`src/rtl/button_cond.sv`:
```
// ---------------------------------------------------------------------------
// button_cond
//
// Conditions a mechanical push-button for use by a downstream controller:
// synchronises the raw pin, debounces it, and derives a press pulse, a
// sticky request (cleared by an acknowledge) and a long-press pulse.
//
// Parameters
//   DEBOUNCE_CYCLES  consecutive stable cycles needed to accept a new level (>= 2)
//   LONG_CYCLES      pressed duration, in cycles, that flags a long press
//                    (> DEBOUNCE_CYCLES)
//   ACTIVE_LOW       1: pin reads 0 when pressed; 0: pin reads 1 when pressed
//
// Ports
//   clk_i        in   system clock, all state on its rising edge
//   rst          in   asynchronous reset, active low
//   button_raw   in   unsynchronised push-button pin
//   ack_i        in   request acknowledge from the downstream controller
//   button       out  debounced pressed level, active high
//   press_pulse  out  one-cycle pulse per accepted press
//   req          out  sticky request, held until acknowledged
//   long_pulse   out  one-cycle pulse when a press lasts LONG_CYCLES
// ---------------------------------------------------------------------------
module button_cond #(
  parameter int DEBOUNCE_CYCLES = 500000,
  parameter int LONG_CYCLES     = 100000000,
  parameter bit ACTIVE_LOW      = 1'b1
) (
  input  logic clk_i,
  input  logic rst,
  input  logic button_raw,
  input  logic ack_i,
  output logic button,
  output logic press_pulse,
  output logic req,
  output logic long_pulse
);

  localparam int DB_W   = (DEBOUNCE_CYCLES > 1) ? $clog2(DEBOUNCE_CYCLES) : 1;
  localparam int HOLD_W = $clog2(LONG_CYCLES + 1);

  localparam logic [DB_W-1:0]   DB_LAST  = DB_W'(DEBOUNCE_CYCLES - 1);
  localparam logic [HOLD_W-1:0] HOLD_MAX = HOLD_W'(LONG_CYCLES);
  localparam logic [HOLD_W-1:0] HOLD_PRE = HOLD_W'(LONG_CYCLES - 1);

  // Raw pin level that means "not pressed"; the synchroniser resets to it so
  // that leaving reset never looks like a press edge.
  localparam logic RAW_IDLE = ACTIVE_LOW;

  logic              sync1_q, sync1_d;
  logic              sync2_q, sync2_d;
  logic              button_q, button_d;
  logic              button_prev_q, button_prev_d;
  logic [DB_W-1:0]   db_cnt_q, db_cnt_d;
  logic [HOLD_W-1:0] hold_cnt_q, hold_cnt_d;
  logic              press_pulse_q, press_pulse_d;
  logic              req_q, req_d;
  logic              long_pulse_q, long_pulse_d;

  logic              level;
  logic              rise;

  always_comb begin
    sync1_d       = button_raw;
    sync2_d       = sync1_q;
    button_d      = button_q;
    button_prev_d = button_q;
    db_cnt_d      = '0;
    hold_cnt_d    = '0;
    req_d         = req_q;

    // Normalised, synchronised pressed level (1 = pressed).
    level = ACTIVE_LOW ? ~sync2_q : sync2_q;

    // Debounce: count cycles of disagreement; accept on the last one.
    // The counter clears on any agreement and after acceptance, so it
    // never exceeds DEBOUNCE_CYCLES-1 and cannot wrap.
    if (level != button_q) begin
      if (db_cnt_q == DB_LAST) begin
        button_d = level;
      end else begin
        db_cnt_d = db_cnt_q + 1'b1;
      end
    end

    rise          = button_q & ~button_prev_q;
    press_pulse_d = rise;

    // A new press takes priority over an acknowledge arriving in the same
    // cycle the press becomes visible, so that press is never lost.
    if (rise) begin
      req_d = 1'b1;
    end else if (ack_i && !press_pulse_q) begin
      req_d = 1'b0;
    end

    // Hold counter saturates at LONG_CYCLES, which is what limits the long
    // pulse to once per press.
    if (button_q) begin
      if (hold_cnt_q != HOLD_MAX) begin
        hold_cnt_d = hold_cnt_q + 1'b1;
      end else begin
        hold_cnt_d = hold_cnt_q;
      end
    end

    long_pulse_d = button_q && (hold_cnt_q == HOLD_PRE);
  end

  always_ff @(posedge clk_i or negedge rst) begin
    if (!rst) begin
      sync1_q       <= RAW_IDLE;
      sync2_q       <= RAW_IDLE;
      button_q      <= 1'b0;
      button_prev_q <= 1'b0;
      db_cnt_q      <= '0;
      hold_cnt_q    <= '0;
      press_pulse_q <= 1'b0;
      req_q         <= 1'b0;
      long_pulse_q  <= 1'b0;
    end else begin
      sync1_q       <= sync1_d;
      sync2_q       <= sync2_d;
      button_q      <= button_d;
      button_prev_q <= button_prev_d;
      db_cnt_q      <= db_cnt_d;
      hold_cnt_q    <= hold_cnt_d;
      press_pulse_q <= press_pulse_d;
      req_q         <= req_d;
      long_pulse_q  <= long_pulse_d;
    end
  end

  assign button      = button_q;
  assign press_pulse = press_pulse_q;
  assign req         = req_q;
  assign long_pulse  = long_pulse_q;

endmodule

```
`config.mk`:
```
export PLATFORM = sky130hd
export DESIGN_NAME = button_cond
export DESIGN_NICKNAME = d
export VERILOG_FILES = /design/src/rtl/button_cond.sv
export SDC_FILE = /design/constraint.sdc
export NUM_CORES = 1
export LEC_CHECK = 0
export BUFFER_PORTS_ARGS = -buffer_cell sky130_fd_sc_hd__clkbuf_2
export CAP_MARGIN = 20
export CORE_MARGIN = 5
export CORE_UTILIZATION = 40
export DETAILED_ROUTE_END_ITERATION = 7
export PLACE_DENSITY = 0.55
export SETUP_SLACK_MARGIN = 0.5
export SLEW_MARGIN = 20
export SYNTH_ARGS = -nofsm -noshare
export SYNTH_HDL_FRONTEND = slang
export SYNTH_SLANG_ARGS = --single-unit
```
`constraint.sdc`:
```
create_clock -name clk_i -period 1.6 [get_ports clk_i]
set_input_delay 0.32 -clock clk_i [delete_from_list [all_inputs] [get_ports clk_i]]
set_output_delay 0.32 -clock clk_i [all_outputs]
set_load 0.03 [all_outputs]
```
### After elaboration in Yosys (flattened, before gate mapping)

Cells that the tools add are included.

* register bits: 53
* memories: 0
* output and inout port bits: 4
* memory bits (read-only): 0
* RAM bits: 0
* latch bits: 0

* $mul: 0
* multiplexer cells: 6
* $lt $le $gt $ge: 0
* equality and inequality tests: 5
* div/mod/pow operators: 0
* bitwise logic cells: 3
* shift operators: 0
* reductions and logical operators: 5
* add/sub/neg operators: 2

Operators with widths (count)
* $mux 27: 2
* $mux 19: 2
* $add 27x1->27 const B: 1
* $eq 27x27->1 const B: 1
* $ne 27x27->1 const B: 1
* $add 19x1->19 const B: 1
* $eq 19x19->1 const B: 1
* $logic_and 1x1->1: 2
* $mux 1: 2
* $ne 2x1->1 const B: 1
* $not 1->1: 2
* $reduce_and 2->1: 1
* $reduce_bool 2->1: 1
* $and 1x1->1: 1
* $logic_not 1->1: 1
* $ne 1x1->1: 1

### Logic depth before layout (Yosys ltp)

Gate-level depths: netlist of the first run.

* depth in word-level cells: 4
* gate-level depth with buffers: 6

### Worst setup path after synthesis of the first run

OpenSTA, ideal clock, no wires.

* path kind: register -> register
* start: register button_q, in the netlist button
* end: register hold_cnt_q[10]
* data required time: 1.517 ns
* slack: -0.069 ns
* library setup time: 0.083 ns
* clock period less this slack: 1.669 ns
* arrival: 1.586 ns
* cell stages (with the launch flop): 5
* cell sequence: dfrtp_1 -> clkbuf_1 -> clkinv_1 -> or4_1 -> o21ai_0

* longest elaborated chain between the ends: 1
* elaborated cells on any way between the ends: 2

Ends and longest elaborated chain
* from (decl): line 52 `logic button_q, button_d;`
* from (signal assigned): line 124 `button_q <= button_d;`
* $ne 2x1->1 (no source line) or $mux 27 (tied branches)
* to (signal assigned): line 127 `hold_cnt_q <= hold_cnt_d;`
* to (decl): line 55 `logic [HOLD_W-1:0] hold_cnt_q, hold_cnt_d;`

Several ways; a longest one is shown, not always the timed one.
A chain may end at the register's enable or synchronous reset.

### Worst setup path after layout of the first run

* start: register hold_cnt_q[1]
* end: register hold_cnt_q[1]

* longest elaborated chain between the ends: 3
* elaborated cells on any way between the ends: 5

Ends and longest elaborated chain
* $add 27x1->27: line 101 `hold_cnt_d = hold_cnt_q + 1'b1;`
* $mux 27: line 100 `if (hold_cnt_q != HOLD_MAX) begin`
* $mux 27: line 99 `if (button_q) begin`

Several ways; a longest one is shown, not always the timed one. The select of a mux whose other input is x is not followed.

==> results_dict.tcl, run 1 <==
set metrics [dict create \
    critical_path_buf_inv_count 2 \
    drv_cap 0 \
    slowest_delay_ns 0.42 \
    cts_root_buffer "clkbuf_8" \
    track_usage_pct 15.7 \
    overflow 0 \
    grt_max_degree 54 \
    design_area_um2 3900 \
    tritoncts "yes" \
    syn_nets 276 \
    die_w_um 91.2 \
    worst-r2r-cell-count 7 \
    rows 29 \
    dr.pass1.iters 4 \
    final_common_cell "buf_4" \
    crit_path_max_fanout 3 \
    finalWorstSetupSlack_ns -0.0986 \
    cts_buffers 5 \
    multi_input_area_um2 1610 \
    finalWeightedCongestion 0.793 \
    maxSlewViolCount 0 \
    rsz0062_at_grt "yes" \
    hold_depth 1 \
    final_cell_mix "49 x buf_4, 47 x dfrtp_1, 23 x buf_6, 15 x nand4_1" \
    htreeDepth 2 \
    antenna_cells 0 \
    ys_ff_latch 53 \
    drive_gt1_share_pct 48.0 \
    io_pins 8 \
    ys_seq_area_share_pct 50.3 \
    yosys-top-cells-area "dfrtp_1 48%, xor2_1 4.6%, nor2_1 3.8%, nand4_1 3.6%, a21oi_1 3.4%" \
    ant_nets 0 \
    clkTransAtPathRegs_ns 0.10 \
    cp-start-kind "flop" \
    ys_types 37 \
    wl_um 6900 \
    path_depth 7 \
    clock_skew_ns 0.0104 \
    ir_drop_mv 0.440 \
    drc 0 \
    hold_slack_ns 0.0792 \
    worst_path_max_delay_cell "dfrtp_1" \
    crit_chain "buf_6 > inv_1 > ha_4 > nor4b_4 > nand2_2 > nor3_4 > mux2i_1" \
    static-leakage-power_nw 1.55 \
    fin_crit_sh_pct 106 \
    cp.required_ns 1.84 \
    nets 356 \
    setup_viol 10 \
    grt_pass1_wl_um 10900 \
    crit_family "simple AND/OR/NAND/NOR gates" \
    dpl_cell_area_um2 3100 \
    fmax_mhz 589 \
    core_area_um2 6390 \
    cts.sinks 53 \
    synth_cells 269 \
    dieArea_um2 8320 \
    worst_slew_pin_slew_ns 0.312 \
    start_util_pct 41.3 \
    hold_path.class "input port to flop" \
    cellPowerDensity_nw_per_um2 577 \
    wl_per_cell_um 16.1 \
    die_h_um 91.2 \
    violations "setup timing" \
    grt_pass1_vias 2322 \
    clock_latency_ns 0.31 \
    vias 2343 \
    critPathCaptureType "flop" \
    cts.path.max_buffers 2 \
    nFillCells 510 \
    place_hpwl_um 3860 \
    crit_type "flop to flop" \
    routed_via_density 5.49 \
    avgSynthCellArea_um2 9.81 \
    syn-cell-area_um2 2640 \
    arrival_ns 1.94 \
    antenna_found_initial 0 \
    final-seq-area_um2 1330 \
    fin_crit_ns 1.70 \
    portBuffers 7 \
    synth_top_area_share_pct 48.3 \
    yosysWarnings 0 \
    outcome "finished, violations left" \
    hold_viol 0 \
    slew_headroom_pct 79.0 \
    synth_top_area_cell "dfrtp_1" \
    area_growth_pct 47.6 \
    initialDrtViolationCount 96 \
]
## worst reg2reg max path, delay by kind of cell, from the launching register on
kind / cells / cell delay (ns)
muxes: 1 / 0.23
and+or+nand+nor: 3 / 0.62
buffers and inverters: 2 / 0.22
DFF: 1 / 0.42
adders and majority gates: 1 / 0.14
## registers in the layout (all words and copies together) (netlist names)
register,flops
db_cnt_q,19
button_prev_q,1
button,1
press_pulse,1
long_pulse,1
hold_cnt_q,27
sync1_q,1
sync2_q,1
req,1
## layer usage
layer	up-vias	routed length (um)	global-route usage, %
met2	24	3630	27.3
met3	10	148	2.31
met5	-	0	0
met4	0	97	5.75
li1	1143	-	-
met1	1166	3020	19.6
## repair_timing
item	CTS	global route
gates resized for setup	59	53
gates cloned	1	1
hold buffers	1	0
endpoints found under the setup margin	52	52
endpoints found under the hold margin	2	0
setup buffers	17	15
pin swaps	26	28
## report_power, final
part / leakage, nW / switching, mW / total (mW) / internal [mW]
Clock: 0.0512 / 0.453 / 0.805 / 0.352
Sequential: 0.725 / 0.00746 / 1.36 / 1.35
Combinational: 0.770 / 0.0526 / 0.0865 / 0.0339
Total: 1.55 / 0.513 / 2.25 / 1.73
## cell usage after synthesis, drive strengths merged
master	instances
dfrtp	51
nor2	27
nand2	19
a21oi	18
nand3	16
nand4	16
xor2	14
o21ai	13
o31ai	11
or4	11
xnor2	9
or3	8
and4	7
inv	6
and2	5
clkbuf	5
nor3	5
nor4	5
and3	3
buf	3
ha	3
dfstp	2
mux2i	2
nor4b	2
nor4bb	2
or2	2
clkinv	1
dlygate4sd1	1
nand3b	1
o22ai	1
## final cells by class
cell class              instances  area share, %
inverters                       7          0.738
clock inverters                 2          0.353
repair buffers                 81           18.8
multi-input cells             201           41.3
clock buffers                   6           2.12
flip-flops and latches         53           34.2
well taps                      77           2.47
## final timing paths
check | start | slack (ns) | end
setup / recovery | hold_cnt_q[1] | -0.1 | hold_cnt_q[1]
hold / removal | button_raw | 0.08 | sync1_q
setup reg to reg | hold_cnt_q[1] | -0.1 | hold_cnt_q[1]
hold reg to reg | sync1_q | 0.36 | sync2_q
max in group asynchronous | rst | 0.79 | sync1_q
min in group asynchronous | rst | 0.53 | hold_cnt_q[3]
## cells by family (layout without fill, tap and decap cells)
kind of cell	after synthesis	in the layout	synth area share, %
and+or+nand+nor	129	130	27.4
DFF	53	53	50.3
AOI/OAI and AO/OA	43	43	9.38
xor gates and xnor gates	23	23	7.63
buffers and inverters	16	96	3.08
adders and majority gates	3	3	1.42
muxes	2	2	0.758
## per-stage QoR
| step | std cells | total power [mW] | worst slack (ns) | utilization (%) | setup TNS [ns] |
|---|---|---|---|---|---|
| finish | 427 | 2.25 | -0.0986 | 61.0 | -0.523 |
| global route | 427 | 2.35 | -0.169 | 61.0 | -1.97 |
| CTS | 411 | 2.27 | -0.0904 | 55.9 | -0.436 |
| detailed placement | 384 | 1.45 | -0.0736 | 48.6 | -0.319 |
| global placement | 384 | 1.45 | -0.0435 | 48.6 | -0.104 |
| floorplan | 269 | 1.41 | 0.0412 | - | 0 |
Note: power is estimated with default switching activity, not from simulation.
==> run 2: changes to the inputs <==
--- a/config.mk
+++ b/config.mk
@@ -12,6 +12,7 @@
 export DETAILED_ROUTE_END_ITERATION = 7
 export PLACE_DENSITY = 0.55
 export SETUP_SLACK_MARGIN = 0.5
+export SKIP_CTS_REPAIR_TIMING = 1
 export SLEW_MARGIN = 20
 export SYNTH_ARGS = -nofsm -noshare
 export SYNTH_HDL_FRONTEND = slang
==> run 2 against run 1 <==
  * The flow finishes with violations (hold timing, setup timing)
  * Worst hold slack got worse by 0.11 ns
  * Clock power barely moved
  * Die area did not move
  * Non-clock buffer count fell by 10
  * Largest power group unchanged
==> results_dict.tcl, run 2 (synthesis gave the netlist of run 1 again) <==
set metrics [dict create \
    cp.required_ns 1.85 \
    fin_crit_sh_pct 106 \
    die_w_um 91.2 \
    area_growth_pct 42.7 \
    rows 29 \
    clkTransAtPathRegs_ns 0.10 \
    reg_top3 "hold_cnt_q: 27 flops, db_cnt_q: 19 flops" \
    nets 346 \
    crit_path_max_fanout 7 \
    critPathCaptureType "flop" \
    worst-r2r-cell-count 5 \
    setup_tns_ns -0.466 \
    htreeDepth 2 \
    cts_root_buffer "clkbuf_8" \
    clock_skew_ns 0.0100 \
    design_area_um2 3770 \
    outcome "finished, violations left" \
    arrival_ns 1.95 \
    initialDrtViolationCount 85 \
    tritoncts "yes" \
    rsz0062_at_grt "yes" \
    crit_type "flop to flop" \
    setup_viol 13 \
    dr.pass1.iters 4 \
    die_h_um 91.2 \
    hold_slack_ns -0.0296 \
    cellPowerDensity_nw_per_um2 598 \
    final_cell_mix "47 x dfrtp_1, 45 x buf_4, 21 x buf_6, 15 x nand4_1" \
    wl_um 6160 \
    fin_crit_ns 1.70 \
    place_hpwl_um 3860 \
    routed_via_density 5.44 \
    core_area_um2 6390 \
    dpl_cell_area_um2 3100 \
    antenna_found_initial 0 \
    hold_path.class "input port to asynchronous set/reset pin" \
    dieArea_um2 8320 \
    final_common_cell "dfrtp_1" \
    largest_reg_flops 27 \
    clock_latency_ns 0.31 \
    track_usage_pct 14.0 \
    ir_drop_mv 0.444 \
    ant_nets 0 \
    slew_headroom_pct 78.5 \
    overflow 0 \
    vias 2267 \
    antenna_cells 0 \
    finalWeightedCongestion 0.793 \
    worst_slew_pin_slew_ns 0.317 \
    grt_max_degree 54 \
    finalWorstSetupSlack_ns -0.0989 \
    grt_pass1_wl_um 9710 \
    io_pins 8 \
    cts_buffers 5 \
    max_flop_register "hold_cnt_q" \
    drive_gt1_share_pct 47.1 \
    hold_viol 18 \
    grt_pass1_vias 2109 \
    portBuffers 7 \
    total_power_mw 2.25 \
    wl_per_cell_um 14.8 \
    start_util_pct 41.3 \
    dp_worst_setup_slack_ns -0.0736 \
    cts.path.max_buffers 2 \
    final_util_pct 59.0 \
    static-leakage-power_nw 1.50 \
    fmax_mhz 589 \
    cp-start-kind "flop" \
    cts.sinks 53 \
    violations "hold timing, setup timing" \
    maxSlewViolCount 0 \
    drc 0 \
    drv_cap 0 \
]
==> run 2: changes by cell type in the layout (fill, tap and decap cells not counted), moves of 2 or more <==
cell	previous run	this run
nor2_2	10	8
nand3_2	7	5
buf_6	23	21
xor2_1	14	12
buf_8	4	1
nand3_1	6	8
a21oi_2	8	12
nor2_4	3	5
or4_4	4	6
or4_1	7	5
xor2_2	0	2
buf_4	49	45
a21oi_1	10	6
==> run 2: layout make-up <==
cell class	instances	area, um^2
Clock buffer	6	82.6
Fill cell	523	2620
Inverter	7	26.3
Multi-Input combinational cell	201	1590
Timing Repair Buffer	71	624
Clock inverter	2	13.8
Sequential cell	53	1330
Tap cell	77	96.3
==> run 2: final timing paths <==
path                                from        endpoint  slack, ns
max                        hold_cnt_q[5]  hold_cnt_q[15]       -0.1
min                                  rst   hold_cnt_q[3]      -0.03
max reg2reg                hold_cnt_q[5]  hold_cnt_q[15]       -0.1
min reg2reg                      sync1_q         sync2_q       0.36
max in group asynchronous            rst         sync1_q       1.31
min in group clk_i            button_raw         sync1_q       0.08
==> run 2: routing by layer <==
| layer | part of all wire, % | up-vias | GRT usage [%] | routed length [um] |
|---|---|---|---|---|
| met2 | 50 | 21 | 23.8 | 3090 |
| met3 | 2.1 | 11 | 2.07 | 132 |
| met4 | 1.6 | 0 | 5.38 | 97 |
| met5 | 0 | - | 0 | 0 |
| met1 | 46 | 1112 | 18.0 | 2840 |
| li1 | - | 1123 | - | - |
==> run 2: per-stage QoR <==
stage	hold slack (ns)	cells
final	-0.0296	417
after global routing	0.00705	417
after CTS	-0.000854	392
after detailed placement	0.343	384
after global placement	0.343	384
after floorplan	0.0244	269
==> run 2: worst max-delay path, stage by stage, from the launching register on <==
cell	delay, ns
dfrtp_1	0.40
buf_6	0.12
nand4_4	0.14
or2_4	0.33
or4_4	0.49
a21oi_2	0.15
==> run 2: report_power, final <==
| part | internal, mW | switching, mW | total (mW) |
|---|---|---|---|
| clock | 0.352 | 0.455 | 0.807 |
| combinational | 0.0333 | 0.0547 | 0.0879 |
| sequential | 1.35 | 0.00740 | 1.36 |
